--- src/rtl/regfile_write_ctrl_pkg.sv ---
// rtl/regfile_write_ctrl_pkg.sv - shared types and sizes for the register-file write controller
package regfile_write_ctrl_pkg;

  localparam int REG_ADDR_W = 5;
  localparam int NUM_REGS   = 32;
  localparam int STARVE_W   = 8;

  typedef enum logic [1:0] {
    ST_CLEAR = 2'd0,
    ST_RUN   = 2'd1,
    ST_FORCE = 2'd2
  } state_e;

endpackage

--- src/rtl/regfile_write_ctrl_if.sv ---
// rtl/regfile_write_ctrl_if.sv - writeback, secondary and register-file port bundle
interface regfile_write_ctrl_if
  import regfile_write_ctrl_pkg::*;
#(
  parameter int XLEN = 32
);

  logic                  wb_we_i;
  logic [REG_ADDR_W-1:0] wb_addr_i;
  logic [XLEN-1:0]       wb_data_i;
  logic                  wb_stall_o;
  logic                  sec_req_i;
  logic [REG_ADDR_W-1:0] sec_addr_i;
  logic [XLEN-1:0]       sec_data_i;
  logic                  sec_ack_o;
  logic                  busy_o;
  logic                  rf_we_o;
  logic [REG_ADDR_W-1:0] rf_waddr_o;
  logic [XLEN-1:0]       rf_wdata_o;

  modport slave (
    input  wb_we_i, wb_addr_i, wb_data_i, sec_req_i, sec_addr_i, sec_data_i,
    output wb_stall_o, sec_ack_o, busy_o, rf_we_o, rf_waddr_o, rf_wdata_o
  );

  modport master (
    output wb_we_i, wb_addr_i, wb_data_i, sec_req_i, sec_addr_i, sec_data_i,
    input  wb_stall_o, sec_ack_o, busy_o, rf_we_o, rf_waddr_o, rf_wdata_o
  );

endinterface

--- src/rtl/regfile_write_ctrl.sv ---
// rtl/regfile_write_ctrl.sv - register-file write-port arbiter with post-reset zeroing sweep
module regfile_write_ctrl
  import regfile_write_ctrl_pkg::*;
#(
  parameter int XLEN           = 32,
  parameter int STARVE_LIMIT   = 8,
  parameter bit CLEAR_ON_RESET = 1'b1
) (
  input logic                 clk,
  input logic                 rst,
  regfile_write_ctrl_if.slave bus
);

  localparam state_e RESET_STATE = CLEAR_ON_RESET ? ST_CLEAR : ST_RUN;

  state_e                state_q, state_d;
  logic [REG_ADDR_W-1:0] clr_idx_q, clr_idx_d;
  logic [STARVE_W-1:0]   starve_q, starve_d;

  logic                  wb_stall;
  logic                  sec_ack;
  logic                  busy;
  logic                  rf_we;
  logic [REG_ADDR_W-1:0] rf_waddr;
  logic [XLEN-1:0]       rf_wdata;

  always_ff @(posedge clk or posedge rst) begin
    if (rst) begin
      state_q   <= RESET_STATE;
      clr_idx_q <= '0;
      starve_q  <= '0;
    end else begin
      state_q   <= state_d;
      clr_idx_q <= clr_idx_d;
      starve_q  <= starve_d;
    end
  end

  always_comb begin
    state_d   = state_q;
    clr_idx_d = clr_idx_q;
    starve_d  = starve_q;
    unique case (state_q)
      ST_CLEAR: begin
        clr_idx_d = clr_idx_q + 1'b1;
        if (clr_idx_q == REG_ADDR_W'(NUM_REGS - 1)) state_d = ST_RUN;
      end
      ST_RUN: begin
        if (bus.wb_we_i && bus.sec_req_i) begin
          if (starve_q != '1) starve_d = starve_q + 1'b1;
          // Writeback still owns this cycle; the secondary path wins the next one.
          if (starve_q == STARVE_W'(STARVE_LIMIT)) state_d = ST_FORCE;
        end else begin
          starve_d = '0;
        end
      end
      ST_FORCE: begin
        state_d  = ST_RUN;
        starve_d = '0;
      end
      default: state_d = ST_RUN;
    endcase
    if (!bus.sec_req_i) starve_d = '0;
  end

  always_comb begin
    wb_stall = 1'b0;
    sec_ack  = 1'b0;
    busy     = (state_q == ST_CLEAR);
    rf_we    = 1'b0;
    rf_waddr = bus.wb_addr_i;
    rf_wdata = bus.wb_data_i;
    unique case (state_q)
      ST_CLEAR: begin
        rf_we    = 1'b1;
        rf_waddr = clr_idx_q;
        rf_wdata = '0;
        wb_stall = bus.wb_we_i;
      end
      ST_RUN: begin
        if (bus.wb_we_i) begin
          rf_we = (bus.wb_addr_i != '0);
        end else if (bus.sec_req_i) begin
          sec_ack  = 1'b1;
          rf_we    = (bus.sec_addr_i != '0);
          rf_waddr = bus.sec_addr_i;
          rf_wdata = bus.sec_data_i;
        end
      end
      ST_FORCE: begin
        wb_stall = bus.wb_we_i;
        if (bus.sec_req_i) begin
          sec_ack  = 1'b1;
          rf_we    = (bus.sec_addr_i != '0);
          rf_waddr = bus.sec_addr_i;
          rf_wdata = bus.sec_data_i;
        end
      end
      default: ;
    endcase
    // Nothing may reach the register file or the requesters while reset is held.
    if (rst) begin
      rf_we    = 1'b0;
      sec_ack  = 1'b0;
      wb_stall = 1'b0;
    end
  end

  assign bus.wb_stall_o = wb_stall;
  assign bus.sec_ack_o  = sec_ack;
  assign bus.busy_o     = busy;
  assign bus.rf_we_o    = rf_we;
  assign bus.rf_waddr_o = rf_waddr;
  assign bus.rf_wdata_o = rf_wdata;

endmodule

--- src/flat_wrapper.sv ---
// flat-port wrapper written by rule: the top's interface ports become plain ports
module regfile_write_ctrl_flat import regfile_write_ctrl_pkg::*;
#(
  parameter int XLEN           = 32,
  parameter int STARVE_LIMIT   = 8,
  parameter bit CLEAR_ON_RESET = 1'b1
)
  (clk, rst, bus_wb_we_i, bus_wb_addr_i, bus_wb_data_i, bus_sec_req_i, bus_sec_addr_i, bus_sec_data_i, bus_wb_stall_o, bus_sec_ack_o, bus_busy_o, bus_rf_we_o, bus_rf_waddr_o, bus_rf_wdata_o);
  regfile_write_ctrl_if #(.XLEN(XLEN)) bus_i ();
  input logic clk;
  input logic rst;
  input wire logic [$bits(bus_i.wb_we_i)-1:0] bus_wb_we_i;
  input wire logic [$bits(bus_i.wb_addr_i)-1:0] bus_wb_addr_i;
  input wire logic [$bits(bus_i.wb_data_i)-1:0] bus_wb_data_i;
  input wire logic [$bits(bus_i.sec_req_i)-1:0] bus_sec_req_i;
  input wire logic [$bits(bus_i.sec_addr_i)-1:0] bus_sec_addr_i;
  input wire logic [$bits(bus_i.sec_data_i)-1:0] bus_sec_data_i;
  output wire logic [$bits(bus_i.wb_stall_o)-1:0] bus_wb_stall_o;
  output wire logic [$bits(bus_i.sec_ack_o)-1:0] bus_sec_ack_o;
  output wire logic [$bits(bus_i.busy_o)-1:0] bus_busy_o;
  output wire logic [$bits(bus_i.rf_we_o)-1:0] bus_rf_we_o;
  output wire logic [$bits(bus_i.rf_waddr_o)-1:0] bus_rf_waddr_o;
  output wire logic [$bits(bus_i.rf_wdata_o)-1:0] bus_rf_wdata_o;
  assign bus_i.wb_we_i = bus_wb_we_i;
  assign bus_i.wb_addr_i = bus_wb_addr_i;
  assign bus_i.wb_data_i = bus_wb_data_i;
  assign bus_i.sec_req_i = bus_sec_req_i;
  assign bus_i.sec_addr_i = bus_sec_addr_i;
  assign bus_i.sec_data_i = bus_sec_data_i;
  assign bus_wb_stall_o = bus_i.wb_stall_o;
  assign bus_sec_ack_o = bus_i.sec_ack_o;
  assign bus_busy_o = bus_i.busy_o;
  assign bus_rf_we_o = bus_i.rf_we_o;
  assign bus_rf_waddr_o = bus_i.rf_waddr_o;
  assign bus_rf_wdata_o = bus_i.rf_wdata_o;
  regfile_write_ctrl #(.XLEN(XLEN), .STARVE_LIMIT(STARVE_LIMIT), .CLEAR_ON_RESET(CLEAR_ON_RESET)) u_core (.clk(clk), .rst(rst), .bus(bus_i));
endmodule
--- config.mk ---
export PLATFORM = sky130hd
export DESIGN_NAME = regfile_write_ctrl_flat
export DESIGN_NICKNAME = d
export VERILOG_FILES = /design/src/rtl/regfile_write_ctrl_pkg.sv /design/src/rtl/regfile_write_ctrl_if.sv /design/src/rtl/regfile_write_ctrl.sv /design/src/flat_wrapper.sv
export SDC_FILE = /design/constraint.sdc
export NUM_CORES = 1
export LEC_CHECK = 0
export ABC_AREA = 1
export CORE_ASPECT_RATIO = 0.9
export CORE_UTILIZATION = 38
export DETAILED_ROUTE_END_ITERATION = 8
export GPL_TIMING_DRIVEN = 0
export PLACE_DENSITY = 0.86
export SETUP_SLACK_MARGIN = 0.3
export SLEW_MARGIN = 15
export SYNTH_ARGS = -nofsm -noshare
export SYNTH_HDL_FRONTEND = slang
export SYNTH_SLANG_ARGS = --single-unit
--- constraint.sdc ---
create_clock -name clk -period 4.8 [get_ports clk]
set_input_delay 0.96 -clock clk [delete_from_list [all_inputs] [get_ports clk]]
set_output_delay 0.96 -clock clk [all_outputs]
set_load 0.05 [all_outputs]
==> qor.csv, run 1 <==
metric,value,unit
status,"complete, no violations",
worstSetupPathType,in -> out,
power.leakage,1.41,nW
slew_headroom,0.559,
drv_slew,0,
rsz0062_at_grt,false,
powerDensity,169,nW/µm²
vias_per_cell,4.67,
arrival,3.14,ns
hpwl,4.75,mm
vias,2084,
fin_tns_setup,0,ns
detailedRoute.firstPassIterationCount,6,
ys_seq_area_frac,0.225,
max_stage_delay,0.83,ns
required,3.84,ns
grt_pass1_wl,8.88,mm
regToRegEndpoint,u_core.state_q[0],
h-tree-depth,1,
clock_skew,0.00662,ns
fin_cells,446,
dp_cells,442,
synthTopCellsByArea,"dfrtp_1 (23%), nand2_1 (19%), inv_1 (13%), o21ai_0 (9.0%), ha_1 (6.0%)",
worst_slew_pin_slew,0.661,ns
num_rows,22,
wirelength,5.69,mm
dieArea,4650,µm²
clockBufferDepth,2,
fill_cells,361,
power,0.499,mW
whs_endpoint,u_core.state_q[1],
yosysWarnings,0,
grt-ovfl-total,0,
clock-sinks,15,
grt_usage,0.243,
synthCells,276,
synth_ff_type,dfrtp_1,
core,4130,µm²
ys_async_sr_fraction,1.00,
wire_per_inst,12.8,µm
hold_violations,0,
hold_class,reg -> reg,
die_w,71.8,µm
maxCapViolCount,0,
path_cells,clkdlybuf4s50_1 > nand3_2 > nor2_4 > buf_6 > nand2_1 > o21ai_0 > clkdlybuf4s50_1,
min_from,u_core.state_q[1],
cts_hold_buf,0,
start_util,0.403,
fp.dieH,64.8,µm
antenna_found_initial,0,
min_period,4.10,ns
cts-root-buf,clkbuf_8,
path_max_fanout,10,
fin_ws,0.704,ns
pin_count,119,
worst-r2r-cell-count,8,
setup-violations-final,0,
critPathLaunchType,input port,
grt_max_degree,19,
dpl_worst_slack,0.699,ns
antenna_left,0,
ys_ff_latch,15,
cp-end-kind,primary output,
cts_tree,yes,
synth_top_cell_area_share,0.225,
area_growth,77.2,%
cts-resized-gates,0,
r2r-start,u_core.state_q[0],
drt-initial-drc-count,122,
peakVddDrop,0.160,mV
numCtsBuffers,3,
yosysUniqueCellTypes,28,
reg2reg_slack,3.20,ns
synth.avg_cell_area,6.03,µm²
layout-drive-gt1-share,0.0829,
path_clk_slew,0.06,ns
yosysMostFrequentCell,nand2_1,
drc,0,
synth_common_cells,"nand2_1 (84), inv_1 (58), o21ai_0 (30)",
nNetsFinal,485,
crit_path_start,bus_sec_req_i,
max_freq,0.244,GHz
hold_depth,2,
finalCritPeriodShare,0.853,
netlist_area,1670,µm²
synth_top_area_cell,dfrtp_1,
port_buffers,118,
num_antenna_cells,0,
critPathBufInv,3,
synth_fp_nets,362,
first_global_vias,1910,
gp_congestion,0.887,
synth_edf_count,0,
slowest_stage,clkdlybuf4s50_1,
postCtsSetupRepairBufs,0,
critPathMostFrequentCell,clkdlybuf4s50_1,
clk_latency,0.25,ns
critical_path.top_delay_family,buffers and inverters,
-- cell usage in the layout (no fill, tap or decap) --
master / count
clkbuf_8: 3
clkdlybuf4s50_1: 118
o21ai_0: 30
nand4_1: 5
ha_1: 8
o211ai_1: 1
nor2_4: 1
nand2_4: 1
clkbuf_2: 3
buf_2: 1
o22ai_1: 1
o221ai_1: 3
a21oi_4: 1
dfrtp_1: 15
xor2_1: 2
inv_2: 3
nand2_1: 84
o21ai_1: 2
nand3_2: 1
buf_4: 2
o21ai_2: 11
clkbuf_1: 1
or2_2: 2
a21boi_0: 1
buf_6: 3
inv_1: 58
a21oi_1: 2
o21bai_1: 1
nand3_1: 12
nand2_2: 1
nor2_1: 21
-- layout make-up --
type | instances | area [µm²] | area share
plain buffers | 9 | 68.8 | 0.0233
clock buffers | 4 | 45.0 | 0.0153
inverters | 61 | 229 | 0.0776
multi-input cells | 191 | 992 | 0.336
flip-flops and latches | 15 | 375 | 0.127
well taps | 48 | 60.1 | 0.0203
repair buffers | 118 | 1180 | 0.400
-- power breakdown --
part / switching [mW] / internal, mW
clock: 0.0444 / 0.0588
sequential: 0.000993 / 0.127
combinational: 0.150 / 0.117
total: 0.196 / 0.303
-- how the worst max path moves through the flow --
stage	to	slack, ns	cells after the start
2_1_floorplan	bus_rf_wdata_o[10]	1.36	5
3_3_place_gp	bus_rf_wdata_o[25]	0.72	7
3_5_place_dp	bus_rf_wdata_o[15]	0.70	7
4_1_cts	bus_rf_wdata_o[25]	0.69	7
5_1_grt	bus_rf_wdata_o[2]	0.60	7
6_report	bus_rf_wdata_o[25]	0.70	7
-- registers in the layout, indices dropped and copies added (netlist names) --
register,count
u_core.starve_q,8
u_core.clr_idx_q,5
u_core.state_q,2
-- logic make-up (layout without fill, tap and decap cells) --
kind of cell	count (synthesis)	after routing	share of synthesized area
fa+ha+maj	8	8	0.0601
compound gates	53	53	0.203
xor+xnor	2	2	0.0105
buf+inv	70	192	0.179
simple gates	128	128	0.322
flops	15	15	0.225
-- per-layer routing --
| metal | vias to the layer above | GRT usage | part of all wire |
|---|---|---|---|
| met5 | - | 0 | 0 |
| met4 | 0 | 0.0441 | 0.011 |
| met3 | 6 | 0.0591 | 0.063 |
| met2 | 71 | 0.442 | 0.51 |
| met1 | 909 | 0.291 | 0.42 |
| li1 | 1098 | - | - |
-- worst reg2reg max path: stages (launching register included) --
cell	delay, ns
dfrtp_1	0.40
inv_1	0.11
ha_1	0.17
buf_2	0.21
inv_1	0.10
o21ai_0	0.17
inv_1	0.07
nand3_1	0.10
a21boi_0	0.19
-- through the flow --
| stage | hold WS [ns] | utilization | cell area (µm²) |
|---|---|---|---|
| 2_1_floorplan | 0.492 | - | 1670 |
| 3_3_place_gp | 0.517 | 0.704 | 2910 |
| 3_5_place_dp | 0.529 | 0.704 | 2910 |
| 4_1_cts | 0.542 | 0.715 | 2950 |
| 5_1_grt | 0.579 | 0.715 | 2950 |
| 6_report | 0.540 | 0.715 | 2950 |
No activity file was read; power rests on OpenSTA's default activity.
==> run 2, diff against run 1 <==
- SLEW_MARGIN: 15 -> 20
==> results of run 2 <==
The final DEF is identical to that of run 1; final timing and power are the same.
